**src/rtl/approx_add_share_pkg.sv**
```systemverilog
// Shared constants, types and the round-robin pick helper for the
// approximate-adder sharing controller.
package approx_add_share_pkg;

  localparam int W_DEF    = 8;
  localparam int NREQ_DEF = 4;
  localparam int IDW_DEF  = $clog2(NREQ_DEF);
  localparam int MAX_NREQ = 8;

  typedef logic [IDW_DEF-1:0] req_id_t;
  typedef logic [W_DEF:0]     sum_t;

  // First set bit of valid at or above ptr, wrapping within the low n bits.
  function automatic logic [MAX_NREQ-1:0] rr_pick(
    input logic [MAX_NREQ-1:0] valid,
    input logic [2:0]          ptr,
    input int                  n
  );
    logic [MAX_NREQ-1:0] g;
    logic                found;
    int                  idx;
    g     = 8'h00;
    found = 1'b0;
    for (int k = 0; k < MAX_NREQ; k++) begin
      idx = int'({29'd0, ptr}) + k;
      if (idx >= n) begin
        idx = idx - n;
      end else begin
        idx = idx;
      end
      if ((k < n) && !found && valid[idx[2:0]]) begin
        g[idx[2:0]] = 1'b1;
        found       = 1'b1;
      end else begin
        found = found;
      end
    end
    return g;
  endfunction

endpackage

```
**src/rtl/approx_add_share_ctrl_rr_arbiter.sv**
```systemverilog
// Combinational round-robin arbiter; the rotating pointer lives in the parent.
module rr_arbiter
  import approx_add_share_pkg::*;
#(
  parameter int NREQ = 4,
  parameter int IDW  = $clog2(NREQ)
) (
  input  logic [NREQ-1:0] req,
  input  logic [IDW-1:0]  ptr,
  input  logic            enable,
  output logic [NREQ-1:0] grant,
  output logic [IDW-1:0]  grant_idx,
  output logic            any
);

  logic [MAX_NREQ-1:0] valid_ext_s;
  logic [2:0]          ptr_ext_s;
  logic [MAX_NREQ-1:0] pick_s;

  // Widen to the helper's fixed width; masked requests never win.
  always_comb begin
    valid_ext_s             = 8'h00;
    valid_ext_s[NREQ-1:0]   = req & {NREQ{enable}};
    ptr_ext_s               = 3'd0;
    ptr_ext_s[IDW-1:0]      = ptr;
    pick_s                  = rr_pick(valid_ext_s, ptr_ext_s, NREQ);
  end

  // One-hot grant to binary index.
  always_comb begin
    grant     = pick_s[NREQ-1:0];
    any       = |pick_s;
    grant_idx = {IDW{1'b0}};
    for (int i = 0; i < NREQ; i++) begin
      grant_idx = grant_idx | (pick_s[i] ? IDW'(i) : {IDW{1'b0}});
    end
  end

endmodule

```
**src/rtl/approx_add_share_ctrl.sv**
```systemverilog
// Two-stage controller time-sharing one external approximate adder among
// NREQ requesters: operand register feeds the adder, response register holds its sum.
module approx_add_share_ctrl
  import approx_add_share_pkg::*;
#(
  parameter int NREQ  = NREQ_DEF,
  parameter int W     = W_DEF,
  parameter int IDW   = $clog2(NREQ),
  parameter int CNT_W = 16
) (
  input  logic              clk,
  input  logic              rst_n,
  input  logic [NREQ-1:0]   req_valid,
  input  logic [NREQ*W-1:0] req_a,
  input  logic [NREQ*W-1:0] req_b,
  output logic [NREQ-1:0]   req_ready,
  output logic [W-1:0]      add_a,
  output logic [W-1:0]      add_b,
  input  logic [W:0]        add_o,
  output logic              resp_valid,
  input  logic              resp_ready,
  output logic [W:0]        resp_sum,
  output logic [IDW-1:0]    resp_id,
  output logic              busy,
  output logic [CNT_W-1:0]  op_count
);

  logic              op_v_r;
  logic [W-1:0]      op_a_r;
  logic [W-1:0]      op_b_r;
  logic [IDW-1:0]    op_id_r;
  logic              resp_valid_r;
  logic [W:0]        resp_sum_r;
  logic [IDW-1:0]    resp_id_r;
  logic [IDW-1:0]    rr_ptr_r;
  logic [CNT_W-1:0]  op_count_r;

  logic              res_load_s;
  logic              op_load_s;
  logic              resp_fire_s;
  logic              arb_en_s;
  logic [NREQ-1:0]   grant_s;
  logic [IDW-1:0]    grant_idx_s;
  logic              grant_any_s;
  logic [W-1:0]      sel_a_s;
  logic [W-1:0]      sel_b_s;
  logic [IDW-1:0]    ptr_next_s;

  // Pipeline advance conditions; reset gating keeps req_ready low while rst_n is asserted.
  always_comb begin
    resp_fire_s = resp_valid_r & resp_ready;
    res_load_s  = op_v_r & (~resp_valid_r | resp_ready);
    op_load_s   = ~op_v_r | res_load_s;
    arb_en_s    = op_load_s & rst_n;
  end

  rr_arbiter #(
    .NREQ (NREQ),
    .IDW  (IDW)
  ) u_arb (
    .req       (req_valid),
    .ptr       (rr_ptr_r),
    .enable    (arb_en_s),
    .grant     (grant_s),
    .grant_idx (grant_idx_s),
    .any       (grant_any_s)
  );

  // Winner's operand slices and the pointer one past the winner.
  always_comb begin
    sel_a_s = {W{1'b0}};
    sel_b_s = {W{1'b0}};
    for (int i = 0; i < NREQ; i++) begin
      sel_a_s = sel_a_s | (grant_s[i] ? req_a[i*W +: W] : {W{1'b0}});
      sel_b_s = sel_b_s | (grant_s[i] ? req_b[i*W +: W] : {W{1'b0}});
    end
    if (grant_idx_s == IDW'(NREQ - 1)) begin
      ptr_next_s = {IDW{1'b0}};
    end else begin
      ptr_next_s = grant_idx_s + {{(IDW-1){1'b0}}, 1'b1};
    end
  end

  // Operand stage: operands only change when the stage drains or is empty.
  always_ff @(posedge clk or negedge rst_n) begin
    if (!rst_n) begin
      op_v_r   <= 1'b0;
      op_a_r   <= {W{1'b0}};
      op_b_r   <= {W{1'b0}};
      op_id_r  <= {IDW{1'b0}};
      rr_ptr_r <= {IDW{1'b0}};
    end else if (op_load_s) begin
      if (grant_any_s) begin
        op_v_r   <= 1'b1;
        op_a_r   <= sel_a_s;
        op_b_r   <= sel_b_s;
        op_id_r  <= grant_idx_s;
        rr_ptr_r <= ptr_next_s;
      end else begin
        op_v_r <= 1'b0;
      end
    end else begin
      op_v_r <= op_v_r;
    end
  end

  // Response stage: capture adder output only while the operand stage is valid.
  always_ff @(posedge clk or negedge rst_n) begin
    if (!rst_n) begin
      resp_valid_r <= 1'b0;
      resp_sum_r   <= {(W+1){1'b0}};
      resp_id_r    <= {IDW{1'b0}};
    end else if (res_load_s) begin
      resp_valid_r <= 1'b1;
      resp_sum_r   <= add_o;
      resp_id_r    <= op_id_r;
    end else if (resp_fire_s) begin
      resp_valid_r <= 1'b0;
    end else begin
      resp_valid_r <= resp_valid_r;
    end
  end

  // Saturating completed-response counter.
  always_ff @(posedge clk or negedge rst_n) begin
    if (!rst_n) begin
      op_count_r <= {CNT_W{1'b0}};
    end else if (resp_fire_s && (op_count_r != {CNT_W{1'b1}})) begin
      op_count_r <= op_count_r + {{(CNT_W-1){1'b0}}, 1'b1};
    end else begin
      op_count_r <= op_count_r;
    end
  end

  // Output mapping.
  always_comb begin
    req_ready  = grant_s;
    add_a      = op_a_r;
    add_b      = op_b_r;
    resp_valid = resp_valid_r;
    resp_sum   = resp_sum_r;
    resp_id    = resp_id_r;
    busy       = op_v_r | resp_valid_r;
    op_count   = op_count_r;
  end

endmodule

```
**config.mk**
```make
export PLATFORM = sky130hd
export DESIGN_NAME = approx_add_share_ctrl
export DESIGN_NICKNAME = d
export VERILOG_FILES = /design/src/rtl/approx_add_share_pkg.sv /design/src/rtl/approx_add_share_ctrl_rr_arbiter.sv /design/src/rtl/approx_add_share_ctrl.sv
export SDC_FILE = /design/constraint.sdc
export NUM_CORES = 1
export LEC_CHECK = 0
export BUFFER_PORTS_ARGS = -buffer_cell sky130_fd_sc_hd__buf_2
export CORE_MARGIN = 3
export CORE_UTILIZATION = 35
export CTS_CLUSTER_DIAMETER = 120
export DETAILED_ROUTE_END_ITERATION = 10
export GPL_TIMING_DRIVEN = 0
export PLACE_DENSITY = 0.68
export SKIP_CTS_REPAIR_TIMING = 1
export SLEW_MARGIN = 40
export SYNTH_ARGS = -nofsm -noshare
export SYNTH_HDL_FRONTEND = slang
export SYNTH_HIERARCHICAL = 1
export SYNTH_SLANG_ARGS = --single-unit
```
**constraint.sdc**
```tcl
create_clock -name clk -period 9.3 [get_ports clk]
set_input_delay 2.79 -clock clk [delete_from_list [all_inputs] [get_ports clk]]
set_output_delay 2.79 -clock clk [all_outputs]
set_load 0.01 [all_outputs]
```
==> key figures <==
Critical path
  – CP Class: in2out
  – Critical-path maximum fanout: 50
  – CP bufs+invs: 3
  – Top delay family on crit path: simple AND/OR/NAND/NOR gates
  – Worst Setup SP: rst_n
  – Req. time, crit path: 6.51 ns
  – Critical Path Stages: 6
  – WP data arrival: 4.79 ns
  – Worst Setup End Kind: output port
  – Slowest stage cell, crit path: nor4_1
  – RR Startpoint: rr_ptr_r[0]$_DFFE_PN0P_
  – Worst Reg-to-Reg Cells: 11
  – Cell chain of the critical path: buf_4 -> and2_1 -> inv_1 -> nor4_1 -> a221o_1 -> buf_2
  – Crit-path max cell delay: 0.55 ns
  – Critical path launch point type: input pin

Global route
  – Grt total ovfl: 0
  – Largest net degree at the start of global routing: 51
  – Overall Global Routing Usage: 16.0%
  – Number of global-route vias before repair: 2507
  – Antenna violations before repair: 0
  – First-pass GRT wire length: 11700 µm

Timing
  – RSZ-0062 raised after global routing: false
  – Clock skew: 0.00302 ns
  – Max Fclk: 0.132 GHz
  – Slew @ Worst Pin: 0.630 ns
  – Fin crit share: 81.5%
  – Slew Viols, Final: 0
  – Final Hold Violating Endpoints: 0
  – Period minus WS final: 7.58 ns
  – Hold Slack: 0.489 ns
  – Slew HR: 57.6%
  – Setup TNS: 0 ns
  – Final setup violation count: 0
  – Final worst setup slack: 1.72 ns

Final layout
  – Area Growth Syn to Fin: 32.1%
  – Multi-input logic area: 0.00145 mm²
  – # diodes: 0
  – Final Util: 48.8%
  – Fill count: 733
  – Non-Filler Instances: 489
  – Fraction of layout cells with a size suffix above 1: 43.1%
  – Final Cell Area: 0.00364 mm²
  – Fin nets: 479
  – Register area: 0.00123 mm²

Synth
  – Unique masters post-synth: 51
  – Main flop type after synthesis: dfrtp_1
  – Asr flop ratio synth: 100%
  – Top-area cell type share of the netlist area: 44.5%
  – Mean Syn Cell Area: 10.8 µm²
  – Cells after Synth: 254
  – Post-synthesis net count: 344
  – Sequential share of the synthesized area: 44.5%
  – Yosys warning count: 6
  – Count leader, synth: dfrtp_1
  – Post-synthesis register bit count: 49
  – Number of flops mapped to enable cells by yosys: 0
  – Post-synth top cells: dfrtp_1 (49), nand2_1 (28), mux2_2 (18)
  – Yosys top cell by area: dfrtp_1
  – Mapped Area: 0.00275 mm²
  – Synth area leaders: dfrtp_1 (45%), mux2_2 (7.4%), a221oi_1 (5.1%)

Placed design
  – Placer Congestion: 0.883
  – Post-DP HPWL: 5850 µm
  – Placed Instances: 481
  – Pre-CTS setup slack: 1.68 ns
  – Port bufs: 128
  – Cell Area, Placed: 0.00352 mm²

Floorplan
  – DIE HEIGHT: 94.7 µm
  – Row count: 31
  – Initial Util: 37.0%
  – Die area: 0.00897 mm²
  – Chip width: 94.7 µm
  – Area of the core: 0.00745 mm²
  – Number of top-level pins: 129

Clock tree
  – H-Tree Level Count: 2
  – CTS Buf Count: 5
  – Root Buffer: clkbuf_8
  – CTS tree: built
  – Clock-pin slew on the worst setup and hold paths: 0.08 ns
  – Worst skew pair latency: 0.29 ns
  – Clock Sinks: 49
  – Max Buffers Root-to-Sink: 2

Power
  – Pwr Density: 313 mW/mm²
  – Max VDD drop: 0.203 mV
  – Lkg Pwr: 1.80 nW
  – Pwr Total: 1.14 mW

Routing
  – Routed Antenna Nets: 0
  – DR vias/cell: 5.21
  – Routed WL: 7140 µm
  – Pre-Repair DR Iteration Count: 4
  – DRC violations left: 0
  – Wire length per cell: 14.6 µm
  – DRT iter0 DRCs: 95
  – Vias: 2550

Status
  – Status: completed

Run
  – # Max-Cap Violations: 0

Min path
  – Worst Hold Depth: 2
  – Worst hold path class: reg2reg
  – Worst hold start: add_b[7]$_DFFE_PN0P_
power breakdown:
group	switching, mW	leakage [nW]	internal, mW
sequential	0.0626	0.620	0.291
clock	0.0664	0.0585	0.0877
combinational	0.344	1.13	0.285
path summary, 6_finish.rpt:
kind | endpoint | slack, ns
max | req_ready[3] | 1.72
max reg2reg | add_b[1]$_DFFE_PN0P_ | 5.27
min | add_b[7]$_DFFE_PN0P_ | 0.49
min in group asynchronous | op_count[4]$_DFFE_PN0P_ | 2.50
min reg2reg | add_b[7]$_DFFE_PN0P_ | 0.49
max in group asynchronous | add_b[3]$_DFFE_PN0P_ | 6.38
worst min-delay path, cell delays in order, from the launching register on:
cell,delay (ns)
dfrtp_1,0.35
nand2_1,0.05
o21ai_0,0.06
final cells by class:
type / instances / share of cell area (%)
timing repair buffer: 128 / 17.7
multi-input combinational: 188 / 40.0
tap: 99 / 3.41
clock buffer: 7 / 2.37
buffer: 13 / 1.58
inverter: 4 / 0.413
clock inverter: 1 / 0.826
sequential: 49 / 33.7
routing by layer:
metal	vias up	wire length [µm]	GRT usage [%]
met5	-	0	0
met4	0	21	2.16
met3	4	572	3.59
met2	112	3490	27.6
met1	1200	3060	21.0
li1	1234	-	-
cells in the final DEF, fill, tap and decap left out, types with 2 or more instances in the layout:
cell type	synthesis	final
mux4_2	2	2
a31oi_1	2	2
a221oi_1	16	16
a31o_1	2	2
nand3_1	2	2
mux2_2	18	18
o21a_1	2	2
nand3b_1	2	2
nand2b_1	4	4
clkbuf_8	0	6
o21ai_1	10	10
nand4_1	5	5
nor3b_1	2	2
buf_2	1	128
nor2_1	8	8
nor3_1	6	6
a22o_1	16	16
and4_1	2	2
and3_1	3	3
xnor2_1	3	3
o21ai_0	6	6
a21oi_1	3	3
ha_1	10	10
clkbuf_1	8	9
inv_1	4	4
xor2_1	6	6
nor4_1	3	3
or2_2	4	4
nand2_1	28	28
buf_1	3	3
dfrtp_1	49	49
a221o_1	4	4
logic make-up after synthesis:
family / share of synthesized area, %
muxes: 9.95
AOI/OAI and AO/OA: 18.5
xor gates and xnor gates: 2.86
adders and majority gates: 4.55
DFF: 44.5
and+or+nand+nor: 17.0
buffers and inverters: 2.64
sequential cells by signal, summed over array words and instances, names as in the netlist:
signal and cells:
op_count 16, rr_ptr_r 2, add_a 8, add_b 8, resp_valid 1, op_v_r 1
resp_id 2, op_id_r 2, resp_sum 9
(Power assumes the default switching activity.)
